<file path="src/rtl/nibble_serial_tx_pkg.sv">
// Shared types and defaults for the nibble serial transmitter.
package nibble_serial_tx_pkg;

  localparam int unsigned CLKS_PER_BIT_DEF = 4;
  localparam int unsigned PARITY_EN_DEF    = 0;

  typedef enum logic [2:0] {
    IDLE   = 3'd0,
    START  = 3'd1,
    DATA   = 3'd2,
    PARITY = 3'd3,
    STOP   = 3'd4
  } tx_state_t;

  function automatic logic even_parity(input logic [3:0] d);
    return ^d;
  endfunction

endpackage

</file>
<file path="src/rtl/nibble_serial_tx_bit_timer.sv">
// Bit-period counter: counts 0..CLKS_PER_BIT-1 while enabled and flags the last cycle.
module bit_timer
  import nibble_serial_tx_pkg::*;
#(
  parameter int unsigned CLKS_PER_BIT = CLKS_PER_BIT_DEF,
  localparam int unsigned CW = (CLKS_PER_BIT > 1) ? $clog2(CLKS_PER_BIT) : 1
) (
  input  logic clk_i,
  input  logic rst_n_i,
  input  logic en_i,
  output logic last_o
);

  localparam logic [CW-1:0] LAST_CNT = CW'(CLKS_PER_BIT - 1);

  logic [CW-1:0] cnt_q;
  logic [CW-1:0] cnt_d;

  // Counter wraps at every bit boundary and is held at zero while idle.
  always_comb begin
    cnt_d  = cnt_q;
    last_o = en_i && (cnt_q == LAST_CNT);
    if (!en_i) begin
      cnt_d = '0;
    end else if (cnt_q == LAST_CNT) begin
      cnt_d = '0;
    end else begin
      cnt_d = cnt_q + 1'b1;
    end
  end

  always_ff @(posedge clk_i) begin
    if (!rst_n_i) begin
      cnt_q <= '0;
    end else begin
      cnt_q <= cnt_d;
    end
  end

endmodule

</file>
<file path="src/rtl/nibble_serial_tx.sv">
// Nibble serial transmitter: start bit, 4 data bits LSB first, optional even parity, stop bit.
module nibble_serial_tx
  import nibble_serial_tx_pkg::*;
#(
  parameter int unsigned CLKS_PER_BIT = CLKS_PER_BIT_DEF,
  parameter int unsigned PARITY_EN    = PARITY_EN_DEF
) (
  input  logic       CLK,
  input  logic       RST_N,
  input  logic       LOAD,
  input  logic [3:0] DIN,
  output logic [3:0] Q,
  output logic       TX,
  output logic       BUSY,
  output logic       DONE
);

  tx_state_t  state_q, state_d;
  logic [1:0] idx_q, idx_d;
  logic [3:0] hold_q, hold_d;
  logic       tx_q, tx_d;
  logic       busy_q, busy_d;
  logic       done_q, done_d;
  logic       last_s;

  bit_timer #(
    .CLKS_PER_BIT(CLKS_PER_BIT)
  ) u_bit_timer (
    .clk_i  (CLK),
    .rst_n_i(RST_N),
    .en_i   (state_q != IDLE),
    .last_o (last_s)
  );

  // Next state, and output flops fed from the next state so TX/BUSY/DONE line up with it.
  always_comb begin
    state_d = state_q;
    idx_d   = idx_q;
    hold_d  = hold_q;
    case (state_q)
      IDLE: begin
        if (LOAD) begin
          state_d = START;
          hold_d  = DIN;
          idx_d   = 2'd0;
        end else begin
          state_d = IDLE;
        end
      end
      START: begin
        if (last_s) begin
          state_d = DATA;
          idx_d   = 2'd0;
        end else begin
          state_d = START;
        end
      end
      DATA: begin
        if (last_s) begin
          if (idx_q == 2'd3) begin
            state_d = (PARITY_EN != 0) ? PARITY : STOP;
          end else begin
            idx_d = idx_q + 2'd1;
          end
        end else begin
          state_d = DATA;
        end
      end
      PARITY: begin
        if (last_s) begin
          state_d = STOP;
        end else begin
          state_d = PARITY;
        end
      end
      STOP: begin
        if (last_s) begin
          state_d = IDLE;
        end else begin
          state_d = STOP;
        end
      end
      default: begin
        state_d = IDLE;
      end
    endcase

    case (state_d)
      START:   tx_d = 1'b0;
      DATA:    tx_d = hold_d[idx_d];
      PARITY:  tx_d = even_parity(hold_d);
      STOP:    tx_d = 1'b1;
      IDLE:    tx_d = 1'b1;
      default: tx_d = 1'b1;
    endcase

    busy_d = (state_d != IDLE);
    done_d = (state_q == STOP) && (state_d == IDLE);
  end

  always_ff @(posedge CLK) begin
    if (!RST_N) begin
      state_q <= IDLE;
      idx_q   <= 2'd0;
      hold_q  <= 4'b0000;
      tx_q    <= 1'b1;
      busy_q  <= 1'b0;
      done_q  <= 1'b0;
    end else begin
      state_q <= state_d;
      idx_q   <= idx_d;
      hold_q  <= hold_d;
      tx_q    <= tx_d;
      busy_q  <= busy_d;
      done_q  <= done_d;
    end
  end

  assign Q    = hold_q;
  assign TX   = tx_q;
  assign BUSY = busy_q;
  assign DONE = done_q;

endmodule

</file>
<file path="config.mk">
export PLATFORM = sky130hd
export DESIGN_NAME = nibble_serial_tx
export DESIGN_NICKNAME = d
export VERILOG_FILES = /design/src/rtl/nibble_serial_tx_pkg.sv /design/src/rtl/nibble_serial_tx_bit_timer.sv /design/src/rtl/nibble_serial_tx.sv
export SDC_FILE = /design/constraint.sdc
export NUM_CORES = 1
export LEC_CHECK = 0
export CAP_MARGIN = 20
export CORE_MARGIN = 5
export CORE_UTILIZATION = 45
export DETAILED_ROUTE_END_ITERATION = 10
export GPL_TIMING_DRIVEN = 0
export PLACE_DENSITY = 0.7
export SYNTH_ARGS = -nofsm -noshare
export SYNTH_HDL_FRONTEND = slang
export SYNTH_SLANG_ARGS = --single-unit
</file>
<file path="constraint.sdc">
create_clock -name CLK -period 4.7 [get_ports CLK]
set_clock_uncertainty 0.15 [all_clocks]
set_input_delay 0.47 -clock CLK [delete_from_list [all_inputs] [get_ports CLK]]
set_output_delay 0.47 -clock CLK [all_outputs]
set_load 0.01 [all_outputs]
</file>
==> results of run 1 <==
[where the power goes]
part	total (uW)	switching [uW]	internal [uW]
sequential	127	3.66	124
combinational	50.5	23.0	27.6
clock	63.6	34.0	29.6
[placed cells by master (no fill, tap or decap), drive strengths merged, types with 2 or more instances in the layout]
master          n
dfxtp          14
clkdlybuf4s50  13
nor2           10
nor3            6
mux2i           5
clkbuf          5
inv             4
nand2           4
xnor2           4
o21ai           4
and2            3
buf             3
nor4b           3
a211oi          2
o21a            2
o31a            2
xor2            2
nand3b          2
[metal layers]
layer  global-route usage, %  up-vias
met5                       0        -
met4                   6.550        0
met3                   3.499        2
met2                   22.25       10
met1                   17.73      295
li1                        -      332
[final timing paths]
path                   startpoint                   end  slack, ns  depth (start not counted)
max                          LOAD                    TX       2.31                          5
min          u_bit_timer.cnt_q[0]  u_bit_timer.cnt_q[0]       0.29                          1
max reg2reg            state_q[2]                    TX       2.65                          4
min reg2reg  u_bit_timer.cnt_q[0]  u_bit_timer.cnt_q[0]       0.29                          1
[flip-flops by register name, indices dropped and copies added (netlist names)]
name               flops
BUSY                   1
DONE                   1
Q                      4
TX                     1
idx_q                  2
state_q                3
u_bit_timer.cnt_q      2
[metrics by stage]
step	cell area (um^2)	hold WS, ns	setup slack, ns	utilization [%]	cells
after global routing	945.9	0.3012	2.241	56.63	116
after floorplan	772.0	0.2572	2.704	-	83
after CTS	945.9	0.2852	2.318	56.63	116
after detailed placement	923.4	0.2742	2.035	55.28	113
after global placement	923.4	0.2671	2.040	55.28	113
final	945.9	0.2875	2.314	56.63	116
[area by class of cell]
cell class | count | share of cell area (%)
multi-input cells | 60 | 46.69
flip-flops and latches | 14 | 29.63
repair buffers | 13 | 13.76
plain buffers | 5 | 3.704
clock buffers | 3 | 2.381
well taps | 17 | 2.249
inverters | 4 | 1.587
[logic make-up after synthesis]
kind of cell               Yosys count  synth area share [%]
and+or+nand+nor                     32                 26.74
AOI/OAI and AO/OA                   15                 14.10
DFF                                 14                 36.30
buffers and inverters                9                 6.482
xor gates and xnor gates             6                 6.807
muxes                                6                 7.942
adders and majority gates            1                 1.620
==> impl_metrics.csv, run 1 <==
group,metric,value,unit
run_status,status,"finished clean",
final_layout,fill_cells,149,
clock_network,ctsHtreeMaxLevel,1,
worst_setup_path,arrival,2.40,ns
yosys,yosysMostFrequentCell,"dfxtp_1",
final_layout,drive_above_1_share,11.11,%
drt,ant_nets,0,
sta,slew_headroom,66.76,%
clock_network,postCtsSetupBuffers,0,
die,core_area,1670,um^2
drt,wl_met2,699,um
worst_setup_path,worst_setup_path_end_kind,"flip-flop",
flow_run,drv_cap,0,
yosys,synth_nets,91,
die,die_h,51.42,um
power_and_ir_drop,vdd_drop_max,0.2054,mV
yosys,ys_ff_latch,14,
power_and_ir_drop,p_leak,0.0003970,uW
drt,vias,639,
sta,worst_pin_slew,0.4986,ns
final_layout,multiInputGateArea,441.7,um^2
worst_setup_path,path_cells,"clkdlybuf4s50_1 -> nor4b_4 -> mux2_2 -> o311a_1 -> o31a_1",
drt,wl_met1,824,um
worst_setup_path,slowest_delay,0.54,ns
grt,antenna_found_initial,0,
yosys,postSynthCellCount,83,
placement,numPortBuffers,13,
drt,wl_per_cell,13.59,um
clock_network,root_buffer,"clkbuf_4",
yosys,syn-mean-instance-area,9.301,um^2
sta,period_share,50.76,%
clock_network,numCtsBuffers,3,
yosys,netlist_top_cells_area,"dfxtp_1 (36%), mux2i_1 (6.5%), nor2_1 (4.9%), xnor2_1 (4.5%), nor3_1 (3.2%)",
grt,grtUsageTotal,14.06,%
yosys,yosysTopAreaCell,"dfxtp_1",
clock_network,clk_pin_slew_worst_paths,0.08,ns
yosys,synth-edff-count,0,
drt,route.detailed.drc,0,
worst_setup_path,worstPathRequired,4.72,ns
die,start_util,46.22,%
die,placement_rows,15,
placement,place_congestion,0.7827,
grt,first_global_vias,659,
sta,period_needed,2.386,ns
final_layout,seq_area,280.3,um^2
clock_network,cts-hold-fix-buffers,0,
drt,dr_wl_met3,40,um
yosys,synth_top_area_share,36.30,%
worst_setup_path,crit_type,"in2reg",
clock_network,clk_path_buf_depth,2,
final_layout,antenna_cells,0,
sta,finalMaxSlewViolations,0,
drt,wl,1577,um
yosys,ys_warn_count,0,
final_layout,fin_nets,109,
die,ios,14,
sta,hold_viol,0,
yosys,synth_area,772.0,um^2
drt,first_pass_iters,4,
die,die_area,2644,um^2
drt,vias_per_cell,5.509,
yosys,synthArstFlopShare,0,%
placement,hpwl,1192,um
sta,fmax,419.2,MHz
sta,rsz0062_at_grt,"no",
drt,first_iter_violations,9,
worst_setup_path,start_kind,"primary input",
clock_network,ctsResizeCount,0,
worst_setup_path,critical-path-top-delay-family,"compound AO/OA/AOI/OAI gates",
power_and_ir_drop,powerDensity,255.4,nW/um^2
die,dieWidth,51.42,um
clock_network,cts_tree,"done",
grt,grt_pass1_wl,2787,um
yosys,synth.distinct_cells,33,
worst_setup_path,critical-path-slowest-cell,"clkdlybuf4s50_1",
sta,setup_tns,0,ns
min_path,timing.hold.worst.class,"reg2reg",
clock_network,cts_sinks,14,
yosys,yosysSeqAreaShare,36.30,%
yosys,ys.flop_type,"dfxtp_1",
clock_network,clk_latency,0.27,ns
power_and_ir_drop,finalPower,241.6,uW
sta,finalSetupViolCount,0,
grt,grt_overflow,0,
worst_setup_path,path_max_fanout,5,
drt,dr.max_layer_used,"met4",
final_layout,syn2layout_area_growth,22.53,%
worst_setup_path,path_buf_inv,1,
yosys,synth_common_cells,"dfxtp_1 (14), nor2_1 (10), mux2i_1 (5), nor3_1 (5)",
grt,grt_max_degree,11,
Note: power is estimated with default switching activity, not from simulation.
==> inputs of run 2 (changes only) <==
Settings changed: PLACE_DENSITY 0.7 to 0.73.
Clock period 4.7 ns to 1.97 ns, I/O delays scaled along.
==> impl_metrics.csv, run 2 (same netlist as run 1, synthesis figures left out) <==
group,metric,value,unit
sta,setup_slack,0.07825,ns
grt,antenna_found_initial,0,
die,die_area,2644,um^2
drt,first_iter_violations,25,
grt,grt_overflow,0,
sta,period_needed,1.892,ns
flow_run,drv_cap,0,
grt,grtUsageTotal,14.51,%
final_layout,syn2layout_area_growth,32.09,%
power_and_ir_drop,powerDensity,588.2,nW/um^2
drt,ant_nets,0,
drt,vias,692,
sta,finalMaxSlewViolations,0,
power_and_ir_drop,pwr-share-comb,22.4,%
die,ios,14,
die,dieWidth,51.42,um
power_and_ir_drop,p_leak,0.0004452,uW
sta,slew_headroom,65.02,%
placement,numPortBuffers,13,
power_and_ir_drop,swShare,26.03,%
clock_network,root_buffer,"clkbuf_4",
sta,setup_tns,0,ns
final_layout,final_area,1020,um^2
grt,grt_pass1_wl,2787,um
worst_setup_path,start_kind,"flip-flop",
grt,grt_max_degree,11,
power_and_ir_drop,p_int,443.7,uW
power_and_ir_drop,p_seq_share,50.9,%
placement,hpwl,1179,um
worst_setup_path,path_max_fanout,4,
final_layout,largest_reg_flops,4,
worst_setup_path,arrival,1.92,ns
drt,wl_per_cell,13.83,um
worst_setup_path,crit_type,"reg2reg",
clock_network,ctsHtreeMaxLevel,1,
final_layout,fin_nets,116,
die,die_h,51.42,um
power_and_ir_drop,p_clk_share,26.7,%
run_status,status,"finished clean",
worst_setup_path,worstPathRequired,2.00,ns
drt,first_pass_iters,4,
final_layout,layout_common_cells,"dfxtp_1 (12), clkdlybuf4s50_1 (12), nor2_1 (10), buf_4 (7), nor3_1 (5)",
die,placement_rows,15,
sta,period_share,96.03,%
power_and_ir_drop,vdd_drop_max,0.4025,mV
clock_network,clk_latency,0.28,ns
sta,finalSetupViolCount,0,
final_layout,antenna_cells,0,
die,start_util,46.22,%
placement,pre_cts_slack,-0.4446,ns
drt,wl,1701,um
drt,vias_per_cell,5.626,
clock_network,numCtsBuffers,3,
drt,route.detailed.drc,0,
clock_network,cts_sinks,14,
grt,first_global_vias,593,
final_layout,fill_cells,139,
power_and_ir_drop,p_switching,156.1,uW
worst_setup_path,worst_setup_path_end_kind,"flip-flop",
power_and_ir_drop,finalPower,599.8,uW
sta,fmax,528.6,MHz
clock_network,clk_pin_slew_worst_paths,0.08,ns
clock_network,cts_tree,"done",
clock_network,clk_path_buf_depth,2,
min_path,timing.hold.worst.class,"in2reg",
sta,worst_pin_slew,0.5247,ns
sta,hold_viol,0,
die,core_area,1670,um^2
final_layout,drive_above_1_share,21.70,%
placement,place_congestion,0.7695,
placement,placed_area,923.4,um^2
run 2: cell types whose count changed in the layout (fill, tap and decap cells not counted), sizes merged:
cell           previous run  this run
buf                       3        10
clkdlybuf4s50            13        12
dlymetal6s2s              0         1
run 2: worst paths after layout:
| check | from | slack (ns) | to | cells past startpoint |
|---|---|---|---|---|
| setup reg to reg | state_q[0] | 0.08 | TX | 6 |
| setup / recovery | state_q[0] | 0.08 | TX | 6 |
| hold reg to reg | u_bit_timer.cnt_q[0] | 0.25 | u_bit_timer.cnt_q[0] | 1 |
| hold / removal | LOAD | 0.17 | state_q[0] | 3 |
run 2: what timing repair did:
item	4_1_cts	5_1_grt
resized for setup	0	10
pin swaps	0	2
buffers inserted	3	4
endpoints found under the setup margin	1	1
hold buffers	0	0
run 2: power groups by stage:
stage          Sequential (uW)  Combinational, uW  Clock [uW]
3_5_place_dp               311                119           0
4_1_cts                    304                127         161
3_3_place_gp               311                118           0
5_1_grt                    307                146         181
6_report                   305                135         160
2_1_floorplan              314               70.0           0
run 2: area by class of cell:
class                      instances  area [um^2]  area share (%)
buffer                             5        42.54           4.172
clock buffer                       3        22.52           2.209
inverter                           4        15.01           1.472
multi-input combinational         60        450.4           44.17
sequential                        14        282.8           27.73
tap                               17        21.27           2.086
timing repair buffer              20        185.2           18.16
run 2: layer usage:
layer | routed length, um | global-route usage [%] | part of all wire [%] | up-vias
li1 | - | - | - | 338
met1 | 786 | 19.96 | 46 | 325
met2 | 780 | 20.34 | 46 | 24
met3 | 91 | 2.915 | 5.3 | 5
met4 | 43 | 9.170 | 2.5 | 0
met5 | 0 | 0 | 0 | -
run 2: per-stage QoR:
step / util [%] / cells / hold WS [ns]
floorplan: - / 83 / 0.1648
global placement: 55.28 / 113 / 0.2677
detailed placement: 55.28 / 113 / 0.2721
CTS: 57.98 / 119 / 0.2829
global route: 61.05 / 123 / 0.1948
finish: 61.05 / 123 / 0.1650
run 2: critical path, stage by stage (launching register included):
cell and delay (ns):
dfxtp_2 0.35, nor4b_4 0.32, buf_4 0.20, mux2i_2 0.22, o21ai_0 0.12, o311a_1 0.14, o31a_1 0.28
==> inputs of run 3 (changes only) <==
--- a/config.mk
+++ b/config.mk
@@ -11,5 +11,5 @@
 export DETAILED_ROUTE_END_ITERATION = 10
 export GPL_TIMING_DRIVEN = 0
-export PLACE_DENSITY = 0.73
+export PLACE_DENSITY_LB_ADDON = 0.08
 export SYNTH_ARGS = -nofsm -noshare
 export SYNTH_HDL_FRONTEND = slang
--- a/constraint.sdc
+++ b/constraint.sdc
@@ -3,3 +3,3 @@
 set_input_delay 0.197 -clock CLK [delete_from_list [all_inputs] [get_ports CLK]]
 set_output_delay 0.197 -clock CLK [all_outputs]
-set_load 0.01 [all_outputs]
+set_load 0.1 [all_outputs]
==> impl_metrics.csv, run 3 (same netlist as run 1, synthesis figures left out) <==
group,metric,value,unit
worst_setup_path,slowest_delay,0.38,ns
final_layout,fin_nets,115,
clock_network,cts-hold-fix-buffers,0,
worst_setup_path,start_kind,"flip-flop",
die,start_util,46.22,%
power_and_ir_drop,p_switching,226.1,uW
sta,period_needed,1.941,ns
final_layout,final_cells,123,
die,ios,14,
sta,finalSetupViolCount,0,
worst_setup_path,path_buf_inv,0,
power_and_ir_drop,powerDensity,693.5,nW/um^2
grt,antenna_found_initial,0,
grt,grt_max_degree,11,
worst_setup_path,r2r_end,"TX",
sta,hold_viol,0,
power_and_ir_drop,p_leak,0.0004655,uW
min_path,worstHoldStart,"LOAD",
sta,period_share,98.52,%
grt,grt_pass1_wl,2739,um
clock_network,root_buffer,"clkbuf_4",
drt,ant_nets,0,
clock_network,cts_tree,"done",
grt,first_global_vias,631,
sta,setup_tns,0,ns
worst_setup_path,crit_type,"reg2reg",
clock_network,cts_sinks,14,
placement,place_congestion,0.8304,
final_layout,syn2layout_area_growth,31.28,%
final_layout,layout_common_cells,"dfxtp_1 (11), nor2_1 (10), dlygate4sd2_1 (8), buf_4 (6)",
worst_setup_path,path_max_fanout,4,
die,die_area,2644,um^2
sta,finalMaxSlewViolations,0,
final_layout,layout_commonest_cell,"dfxtp_1",
final_layout,antenna_cells,0,
min_path,hold_depth,3,
power_and_ir_drop,p_seq_share,43.4,%
grt,grt_overflow,0,
clock_network,ctsHtreeMaxLevel,1,
power_and_ir_drop,p_clk_share,30.5,%
flow_run,drv_cap,0,
sta,setup_slack,0.02921,ns
power_and_ir_drop,vdd_drop_max,0.5377,mV
clock_network,clk_pin_slew_worst_paths,0.09,ns
power_and_ir_drop,pwr-share-comb,26.1,%
worst_setup_path,path_cells,"nor4b_4 -> mux2_4 -> o311a_1 -> o31a_1",
clock_network,numCtsBuffers,3,
sta,slew_headroom,35.96,%
worst_setup_path,reg2reg_from,"state_q[0]",
die,dieWidth,51.42,um
grt,grtUsageTotal,14.05,%
die,core_area,1670,um^2
placement,pre_cts_slack,-0.4549,ns
placement,numPortBuffers,13,
drt,vias,665,
min_path,holdPathEnd,"state_q[0]",
sta,fmax,515.3,MHz
worst_setup_path,worst_setup_path_end_kind,"flip-flop",
power_and_ir_drop,swShare,32.18,%
worst_setup_path,worstPathRequired,2.00,ns
worst_setup_path,critical-path-top-delay-family,"compound AO/OA/AOI/OAI gates",
min_path,timing.hold.worst.class,"in2reg",
drt,route.detailed.drc,0,
final_layout,largest_reg_flops,4,
run_status,status,"finished clean",
final_layout,fill_cells,157,
placement,dp.cells,113,
final_layout,drive_above_1_share,21.70,%
drt,vias_per_cell,5.407,
sta,rsz0062_at_grt,"yes",
clock_network,clk_path_buf_depth,2,
placement,hpwl,1199,um
sta,holdWs,0.2515,ns
drt,first_iter_violations,20,
die,die_h,51.42,um
drt,wl_per_cell,13.24,um
drt,wl,1629,um
clock_network,clk_latency,0.29,ns
sta,worst_pin_slew,0.9645,ns
die,placement_rows,15,
power_and_ir_drop,p_int,476.7,uW
drt,first_pass_iters,4,
worst_setup_path,critical-path-slowest-cell,"nor4b_4",
worst_setup_path,r2r_setup_slack,0.03,ns
worst_setup_path,arrival,1.97,ns
worst_setup_path,reg2reg_depth,4,
-- run 3: how the worst max path moves through the flow --
stage                     startpoint  endpoint  cells after the start
after floorplan           state_q[2]        TX                      4
after global placement          LOAD        TX                      5
after detailed placement        LOAD        TX                      5
after CTS                 state_q[2]        TX                      4
after global routing      state_q[0]        TX                      4
final                     state_q[0]        TX                      4
-- run 3: worst register-to-register path, delay by kind of cell, from the launching register on --
family | cells | cell delay [ns]
flops | 1 | 0.35
mux | 1 | 0.34
compound gates | 2 | 0.60
simple gates | 1 | 0.38
-- run 3: layout make-up --
cell class / instances / area [um^2] / area share [%]
multi-input combinational: 60 / 449.2 / 44.32
sequential: 14 / 284.0 / 28.02
timing repair buffer: 19 / 165.2 / 16.30
buffer: 5 / 42.54 / 4.198
clock buffer: 4 / 36.28 / 3.580
tap: 17 / 21.27 / 2.099
inverter: 4 / 15.01 / 1.481
-- run 3: repair_timing --
| action | CTS | global route |
|---|---|---|
| pin swaps | 0 | 3 |
| resized for setup | 9 | 9 |
| cloned | 0 | 0 |
| setup buffers | 3 | 3 |
| setup endpoints to repair | 8 | 1 |
-- run 3: per-stage QoR --
step,instance area [um^2],total power [uW],util (%)
after detailed placement,923.4,490.6,55.28
after CTS,974.7,700.0,58.35
after global routing,1013,736.3,60.67
final,1013,702.8,60.67
after floorplan,772.0,444.6,-
after global placement,923.4,490.6,55.28
-- run 3: power groups by stage --
stage	Sequential [uW]	Clock [uW]	Combinational, uW
6_report	305	214	184
5_1_grt	307	234	195
4_1_cts	304	215	181
3_5_place_dp	311	0	180
3_3_place_gp	311	0	180
2_1_floorplan	375	0	70.0
-- run 3: routing by layer --
layer	vias to the layer above	routed length, um	track usage (%)
met5	-	0	0
met4	0	32	6.550
met3	5	86	3.790
met2	21	684	19.92
met1	302	826	19.47
li1	337	-	-
